## config.mk

```make
export PLATFORM = sky130hd
export DESIGN_NAME = updown_mod_counter
export DESIGN_NICKNAME = d
export VERILOG_FILES = /design/src/rtl/counter_pkg.sv /design/src/rtl/bin2gray.sv /design/src/rtl/updown_mod_counter.sv
export SDC_FILE = /design/constraint.sdc
export NUM_CORES = 1
export LEC_CHECK = 0
export BUFFER_PORTS_ARGS = -buffer_cell sky130_fd_sc_hd__buf_2
export CAP_MARGIN = 20
export CORE_MARGIN = 8
export CORE_UTILIZATION = 35
export DETAILED_ROUTE_END_ITERATION = 10
export GPL_TIMING_DRIVEN = 0
export PLACE_DENSITY_LB_ADDON = 0.25
export SLEW_MARGIN = 0
export SYNTH_ARGS = -nofsm -noshare
export SYNTH_HDL_FRONTEND = slang
export SYNTH_SLANG_ARGS = --single-unit
```

## constraint.sdc

```tcl
create_clock -name clk -period 3.3 [get_ports clk]
set_input_delay 0.495 -clock clk [delete_from_list [all_inputs] [get_ports clk]]
set_output_delay 0.495 -clock clk [all_outputs]
set_load 0.02 [all_outputs]
```

## src/rtl/counter_pkg.sv

```systemverilog
// Shared definitions for the up/down modulo counter: mode encodings and a
// small helper used to recognise the hold mode.
package counter_pkg;

    typedef enum logic [1:0] {
        MODE_UP       = 2'b00,
        MODE_DOWN     = 2'b01,
        MODE_PINGPONG = 2'b10,
        MODE_HOLD     = 2'b11
    } mode_e;

    function automatic logic is_hold(input logic [1:0] mode);
        return mode_e'(mode) == MODE_HOLD;
    endfunction

endpackage

```

## src/rtl/bin2gray.sv

```systemverilog
// Purely combinational binary-to-Gray converter.
module bin2gray #(
    parameter int WIDTH = 4
) (
    input  logic [WIDTH-1:0] bin_i,
    output logic [WIDTH-1:0] gray_o
);

    assign gray_o = bin_i ^ (bin_i >> 1);

endmodule

```

## src/rtl/updown_mod_counter.sv

```systemverilog
// Modulo-N counter with up, down, ping-pong and hold modes, parallel load,
// registered direction and terminal-count pulse, plus a Gray-coded view.
module updown_mod_counter
    import counter_pkg::*;
#(
    parameter int WIDTH   = 4,
    parameter int MODULUS = 16
) (
    input  logic             clk,
    input  logic             rst_n,
    input  logic             en,
    input  logic             load,
    input  logic [WIDTH-1:0] load_val,
    input  logic [1:0]       mode,
    output logic [WIDTH-1:0] count,
    output logic [WIDTH-1:0] gray,
    output logic             dir,
    output logic             tc
);

    localparam logic [WIDTH-1:0] MAX_C = WIDTH'(MODULUS - 1);
    localparam logic [WIDTH-1:0] ONE_C = WIDTH'(1);

    logic [WIDTH-1:0] count_q, count_d;
    logic             dir_q, dir_d;
    logic             tc_q, tc_d;

    always_comb begin
        count_d = count_q;
        dir_d   = dir_q;
        tc_d    = 1'b0;
        if (load) begin
            count_d = (32'(load_val) >= MODULUS) ? MAX_C : load_val;
        end else if (en && !is_hold(mode)) begin
            case (mode_e'(mode))
                MODE_UP: begin
                    dir_d = 1'b1;
                    if (count_q == MAX_C) begin
                        count_d = '0;
                        tc_d    = 1'b1;
                    end else begin
                        count_d = count_q + ONE_C;
                    end
                end
                MODE_DOWN: begin
                    dir_d = 1'b0;
                    if (count_q == '0) begin
                        count_d = MAX_C;
                        tc_d    = 1'b1;
                    end else begin
                        count_d = count_q - ONE_C;
                    end
                end
                MODE_PINGPONG: begin
                    // Ranges of one or two values turn around on every step.
                    if (MODULUS == 1) begin
                        count_d = '0;
                        dir_d   = !dir_q;
                        tc_d    = 1'b1;
                    end else if (MODULUS == 2) begin
                        count_d = WIDTH'(!count_q[0]);
                        dir_d   = !dir_q;
                        tc_d    = 1'b1;
                    end else if (dir_q) begin
                        if (count_q == MAX_C) begin
                            count_d = MAX_C - ONE_C;
                            dir_d   = 1'b0;
                            tc_d    = 1'b1;
                        end else begin
                            count_d = count_q + ONE_C;
                        end
                    end else begin
                        if (count_q == '0) begin
                            count_d = ONE_C;
                            dir_d   = 1'b1;
                            tc_d    = 1'b1;
                        end else begin
                            count_d = count_q - ONE_C;
                        end
                    end
                end
                default: begin
                end
            endcase
        end
    end

    always_ff @(posedge clk or negedge rst_n) begin
        if (!rst_n) begin
            count_q <= '0;
            dir_q   <= 1'b1;
            tc_q    <= 1'b0;
        end else begin
            count_q <= count_d;
            dir_q   <= dir_d;
            tc_q    <= tc_d;
        end
    end

    assign count = count_q;
    assign dir   = dir_q;
    assign tc    = tc_q;

    bin2gray #(.WIDTH(WIDTH)) u_bin2gray (
        .bin_i  (count_q),
        .gray_o (gray)
    );

endmodule
```

==> results of run 1 <==
==> report_power, final <==
group / internal (mW) / switching [mW]
logic: 0.0980 / 0.150
registers: 0.0882 / 0.0186
clock network: 0.0457 / 0.0255
==> synthesized netlist by cell type, types with 2 or more instances <==
library cell / n
and3b_1: 2
a221oi_1: 2
xnor2_1: 2
nor3_1: 2
nor2b_1: 5
inv_1: 9
nand3_1: 2
buf_6: 2
o2111ai_1: 2
buf_2: 3
ha_1: 12
nand2_1: 9
a31oi_1: 3
a21oi_1: 5
nor2_1: 2
dfrtp_1: 5
o21ai_0: 3
==> area by class of cell <==
type / instances / area, sq um / share of cell area
tap: 30 / 37.5 / 0.0375
inverter: 9 / 33.8 / 0.0338
buffer: 8 / 53.8 / 0.0538
timing repair buffer: 18 / 90.1 / 0.0900
multi-input combinational: 77 / 608 / 0.607
sequential: 6 / 151 / 0.151
clock buffer: 4 / 26.3 / 0.0263
==> worst min path at each step <==
stage / startpoint / end
6_report: rst_n / count[3]
5_1_grt: rst_n / count[3]
4_1_cts: rst_n / count[3]
3_5_place_dp: rst_n / count[2]
3_3_place_gp: rst_n / count[0]
2_1_floorplan: rst_n / count[0]
==> cell usage in the layout (no fill, tap or decap), drive strengths merged, types with 2 or more instances in the layout <==
cell type   n
nand3       2
nor3        2
inv         9
o21ai       3
a21oi       5
dfrtp       5
xnor2       2
nor2        2
buf        24
nor3b       2
nand2       9
a31oi       3
a221oi      2
clkbuf      6
o2111ai     2
and3b       2
nor2b       5
a211oi      2
ha         12
==> kinds of logic (layout without fill, tap and decap cells) <==
group / count (synthesis) / count (layout) / synth area share
DFF: 6 / 6 / 0.179
AOI/OAI and AO/OA: 33 / 33 / 0.295
adders and majority gates: 12 / 12 / 0.177
and+or+nand+nor: 30 / 30 / 0.225
buffers and inverters: 17 / 39 / 0.103
xor gates and xnor gates: 2 / 2 / 0.0207
==> sequential cells by signal, summed over array words and instances, names as in the netlist <==
name   flops
tc         1
dir        1
count      4
==> per-stage QoR <==
stage / hold WS (ns) / area, sq um
after floorplan: 0.199 / 847
after global placement: 0.314 / 975
after detailed placement: 0.320 / 975
after CTS: 0.0573 / 1000
after global routing: 0.0542 / 1000
final: 0.0617 / 1000
==> layer usage <==
| metal | share of wire | vias up | global-route usage |
|---|---|---|---|
| met5 | 0 | - | 0 |
| met4 | 0.014 | 0 | 0.0736 |
| met3 | 0.081 | 4 | 0.0272 |
| met2 | 0.48 | 27 | 0.181 |
| met1 | 0.42 | 399 | 0.128 |
| li1 | - | 413 | - |
==> worst register-to-register path, cell delays in order, from the launching register on <==
cell and delay [ns]:
dfrtp_1 0.53, inv_1 0.16, ha_1 0.25, or3b_1 0.38, o311ai_1 0.10, a2111oi_0 0.16
o31ai_1 0.28
==> flow_summary.json, run 1 <==
{
  "cts_made_buffers": 3,
  "fin_util": 0.419,
  "tightestPinTransition_ns": 0.417,
  "die_x_microns": 65.2,
  "power_mw": 0.426,
  "cp_top_family": "compound AO/OA/AOI/OAI gates",
  "core_area_sq_um": 2390,
  "period_minus_slack_ns": 1.97,
  "drt_iter0_markers": 24,
  "wl_per_cell_microns": 15.1,
  "fin_worst_skew_ns": 0.00257,
  "cts_hold_buf": 0,
  "ys_seq_elements": 6,
  "fp.dieArea_sq_um": 4250,
  "rows": 18,
  "crit_path_start_kind": "flop",
  "clock_sinks": 6,
  "critPathLaunch": "count[2]",
  "grt_max_degree": 11,
  "cp.required_ns": 3.44,
  "yosysTopAreaCellShare": 0.177,
  "clkTransAtPathRegs_ns": 0.05,
  "synthTopCellsByArea": "ha_1 18%, dfrtp_1 15%, inv_1 4.0%",
  "endpoint_kind": "flop",
  "io_pins": 20,
  "routed_wl_mm": 2.30,
  "port_buffers": 18,
  "synth_area_leader_cell": "ha_1",
  "rr_startpoint": "count[2]",
  "grt_pass1_vias": 863,
  "synth-seq-area-share": 0.179,
  "total_leakage_power_nw": 0.465,
  "cp_slowest_cell": "dfrtp_1",
  "synth_cells": 100,
  "status": "finished, final reports clean",
  "slew_viol_final": 0,
  "syn_area_sq_um": 847,
  "ctsRootBufferMaster": "clkbuf_4",
  "area_growth_syn_to_layout_pct": 18.2,
  "grt_use_total": 0.112,
  "ys.warnings.count": 0,
  "worst-path-stages": 6,
  "clk_path_buf_depth": 2,
  "cp_slowest_stage_delay_ns": 0.53,
  "grt_setup_unrepaired": "no",
  "routabilityCongestion": 0.951,
  "cts_resized": 0,
  "first_pass_iters": 4,
  "reg2reg_to": "count[1]",
  "fin_setup_tns_ns": 0,
  "fillers": 272,
  "ant_nets": 0,
  "cts_setup_buffers": 0,
  "ff2ff_path_depth": 6,
  "slew_headroom": 0.715,
  "drv_cap": 0,
  "crit_path_end": "count[1]",
  "worstPathMaxFanout": 10,
  "place_inst": 148,
  "dieHeight_microns": 65.2,
  "initial_utilization": 0.355,
  "antenna_cells": 0,
  "critical_path.cell_chain": "inv_1 > ha_1 > or3b_1 > o311ai_1 > a2111oi_0 > o31ai_1",
  "gr-total-overflow": 0,
  "fin_ws_ns": 1.33,
  "reg2reg_setup_slack_ns": 1.33,
  "hold_viol_final": 0,
  "drive_above_1_share": 0.270,
  "cts_tree": "built",
  "antenna_found_initial": 0,
  "async_reset_ff_frac": 1.00,
  "synth_edf_count": 0,
  "crit_type": "flop to flop",
  "crit_buf_inv": 1,
  "dp_hpwl_mm": 1.78,
  "finalSetupViolations": 0,
  "postSynthAreaPerCell_sq_um": 8.47,
  "vias": 843,
  "synth_cell_types": 47,
  "ir_drop_uv": 197,
  "max_freq_mhz": 506,
  "grt_first_pass_wirelength_mm": 3.83,
  "drc": 0,
  "synth_ff_type": "dfrtp_1",
  "stdcell_count": 152,
  "clock_latency_ns": 0.24,
  "htreeDepth": 1,
  "vias_per_cell": 5.55,
  "hold_path_class": "primary input to asynchronous set/reset pin",
  "layout.nets": 145,
  "syn-num-nets": 122,
  "post-place-ws_ns": 1.31,
  "p_per_area_nw_per_um2": 426,
  "timing.final.crit_share": 0.598,
  "crit_arrival_ns": 2.11
}
No activity file was read; power rests on OpenSTA's default activity.
==> run 2, diff against run 1 <==
- clock period: 3.3 -> 2 ns (I/O delays scaled with it)
==> run 2 against run 1 <==
Against the previous run:
- first-iteration DRC count increased by 46%
- final cell count unchanged
- final area rose by 1.0%
- non-clock buffer count is the same
- power rose by 66%
- setup slack got worse by 1.2 ns
- worst hold slack improved by 0.28 ns
- combinational power up 66%
- global-route usage increased by 0.10 points
- critical path depth stayed put
- routed wire length unchanged
- utilization increased by 0.42 points
- critical path type unchanged
- largest cell class unchanged
- highest routed layer unchanged
==> flow_summary.json, run 2 (same netlist as run 1, synthesis figures left out) <==
{
  "htreeDepth": 1,
  "grt_first_pass_wirelength_mm": 3.87,
  "cts_made_buffers": 3,
  "clock_latency_ns": 0.24,
  "drt_iter0_markers": 35,
  "slew_viol_final": 0,
  "rows": 18,
  "hold_path_end": "count[0]",
  "ctsRootBufferMaster": "clkbuf_4",
  "drive_above_1_share": 0.287,
  "max_freq_mhz": 540,
  "fin_worst_skew_ns": 0.00272,
  "hold_viol_final": 0,
  "wl_per_cell_microns": 15.1,
  "layout_commonest_cell": "buf_2",
  "crit_arrival_ns": 1.99,
  "reg2reg_setup_slack_ns": 0.15,
  "p_per_area_nw_per_um2": 699,
  "fin_util": 0.423,
  "final_cell_mix": "21 x buf_2, 12 x ha_1, 9 x inv_1, 9 x nand2_1",
  "fin_ws_ns": 0.148,
  "final_area_sq_um": 1010,
  "routabilityCongestion": 0.951,
  "fillers": 269,
  "cp.required_ns": 2.14,
  "status": "finished, final reports clean",
  "grt_max_degree": 11,
  "area_growth_syn_to_layout_pct": 19.4,
  "vias": 852,
  "endpoint_kind": "flop",
  "tightestPinTransition_ns": 0.430,
  "ir_drop_uv": 333,
  "total_leakage_power_nw": 0.466,
  "slew_headroom": 0.713,
  "vias_per_cell": 5.61,
  "port_buffers": 18,
  "fp.dieArea_sq_um": 4250,
  "fin_setup_tns_ns": 0,
  "antenna_cells": 0,
  "finalSetupViolations": 0,
  "dp_hpwl_mm": 1.78,
  "antenna_found_initial": 0,
  "hold_depth": 2,
  "first_pass_iters": 4,
  "initial_utilization": 0.355,
  "grt_setup_unrepaired": "no",
  "largest_reg_flops": 4,
  "stdcell_count": 152,
  "drc": 0,
  "clkTransAtPathRegs_ns": 0.05,
  "reg2reg_to": "count[1]",
  "place_inst": 148,
  "cts_tree": "built",
  "worstHoldStart": "load_val[0]",
  "drv_cap": 0,
  "power_mw": 0.706,
  "io_pins": 20,
  "post-place-ws_ns": 0.0586,
  "hold_path_class": "primary input to flop",
  "worstPathMaxFanout": 7,
  "clock_sinks": 6,
  "timing.final.crit_share": 0.926,
  "die_x_microns": 65.2,
  "crit_type": "flop to flop",
  "cp_slowest_stage_delay_ns": 0.45,
  "core_area_sq_um": 2390,
  "rr_startpoint": "count[3]",
  "ant_nets": 0,
  "cp_slowest_cell": "dfrtp_1",
  "place_area_sq_um": 975,
  "grt_use_total": 0.113,
  "dieHeight_microns": 65.2,
  "critical_path.cell_chain": "inv_1 > ha_1 > or3b_1 > o311ai_1 > a2111oi_1 > o31ai_1",
  "ff2ff_path_depth": 6,
  "routed_wl_mm": 2.30,
  "period_minus_slack_ns": 1.85,
  "gr-total-overflow": 0,
  "clk_path_buf_depth": 2,
  "hold_slack_ns": 0.341,
  "grt_pass1_vias": 868,
  "layout.nets": 145,
  "crit_path_start_kind": "flop"
}
run 2: worst max-delay path: cells and delay by family, from the launching register on:
kind                       cells  cell delay [ns]
and+or+nand+nor                1             0.38
buffers and inverters          1             0.16
AOI/OAI and AO/OA              3             0.54
adders and majority gates      1             0.23
DFF                            1             0.45
run 2: layout make-up:
cell class,count,area [sq um],share of cell area
multi-input cells,77,609,0.603
flip-flops and latches,6,154,0.152
repair buffers,19,100,0.0990
plain buffers,7,50.0,0.0495
well taps,30,37.5,0.0371
inverters,9,33.8,0.0334
clock buffers,4,26.3,0.0260
run 2: power breakdown:
part           switching (mW)  internal [mW]  total, mW
registers              0.0304          0.147      0.177
logic                   0.249          0.162      0.412
clock network          0.0419         0.0755      0.117
run 2: worst max-delay path by stage:
stage / from / to / cells after the start / slack, ns
2_1_floorplan: count[0] / count[1] / 6 / 0.15
6_report: count[3] / count[1] / 6 / 0.15
5_1_grt: count[1] / count[1] / 6 / 0.02
3_3_place_gp: count[2] / count[1] / 6 / 0.06
4_1_cts: count[2] / count[1] / 6 / 0.04
3_5_place_dp: count[0] / count[0] / 7 / 0.06
run 2: repair_timing:
action / CTS / global route
endpoints found under the setup margin: 0 / 3
gates resized for setup: 0 / 3
setup buffers: 0 / 0
endpoints found under the hold margin: 5 / 0
hold buffers: 1 / 0
run 2: per-layer routing:
metal	vias up	GRT usage	routed length, microns
met2	29	0.183	1110
met1	407	0.130	981
met5	-	0	0
li1	412	-	-
met3	4	0.0255	170
met4	0	0.0736	31
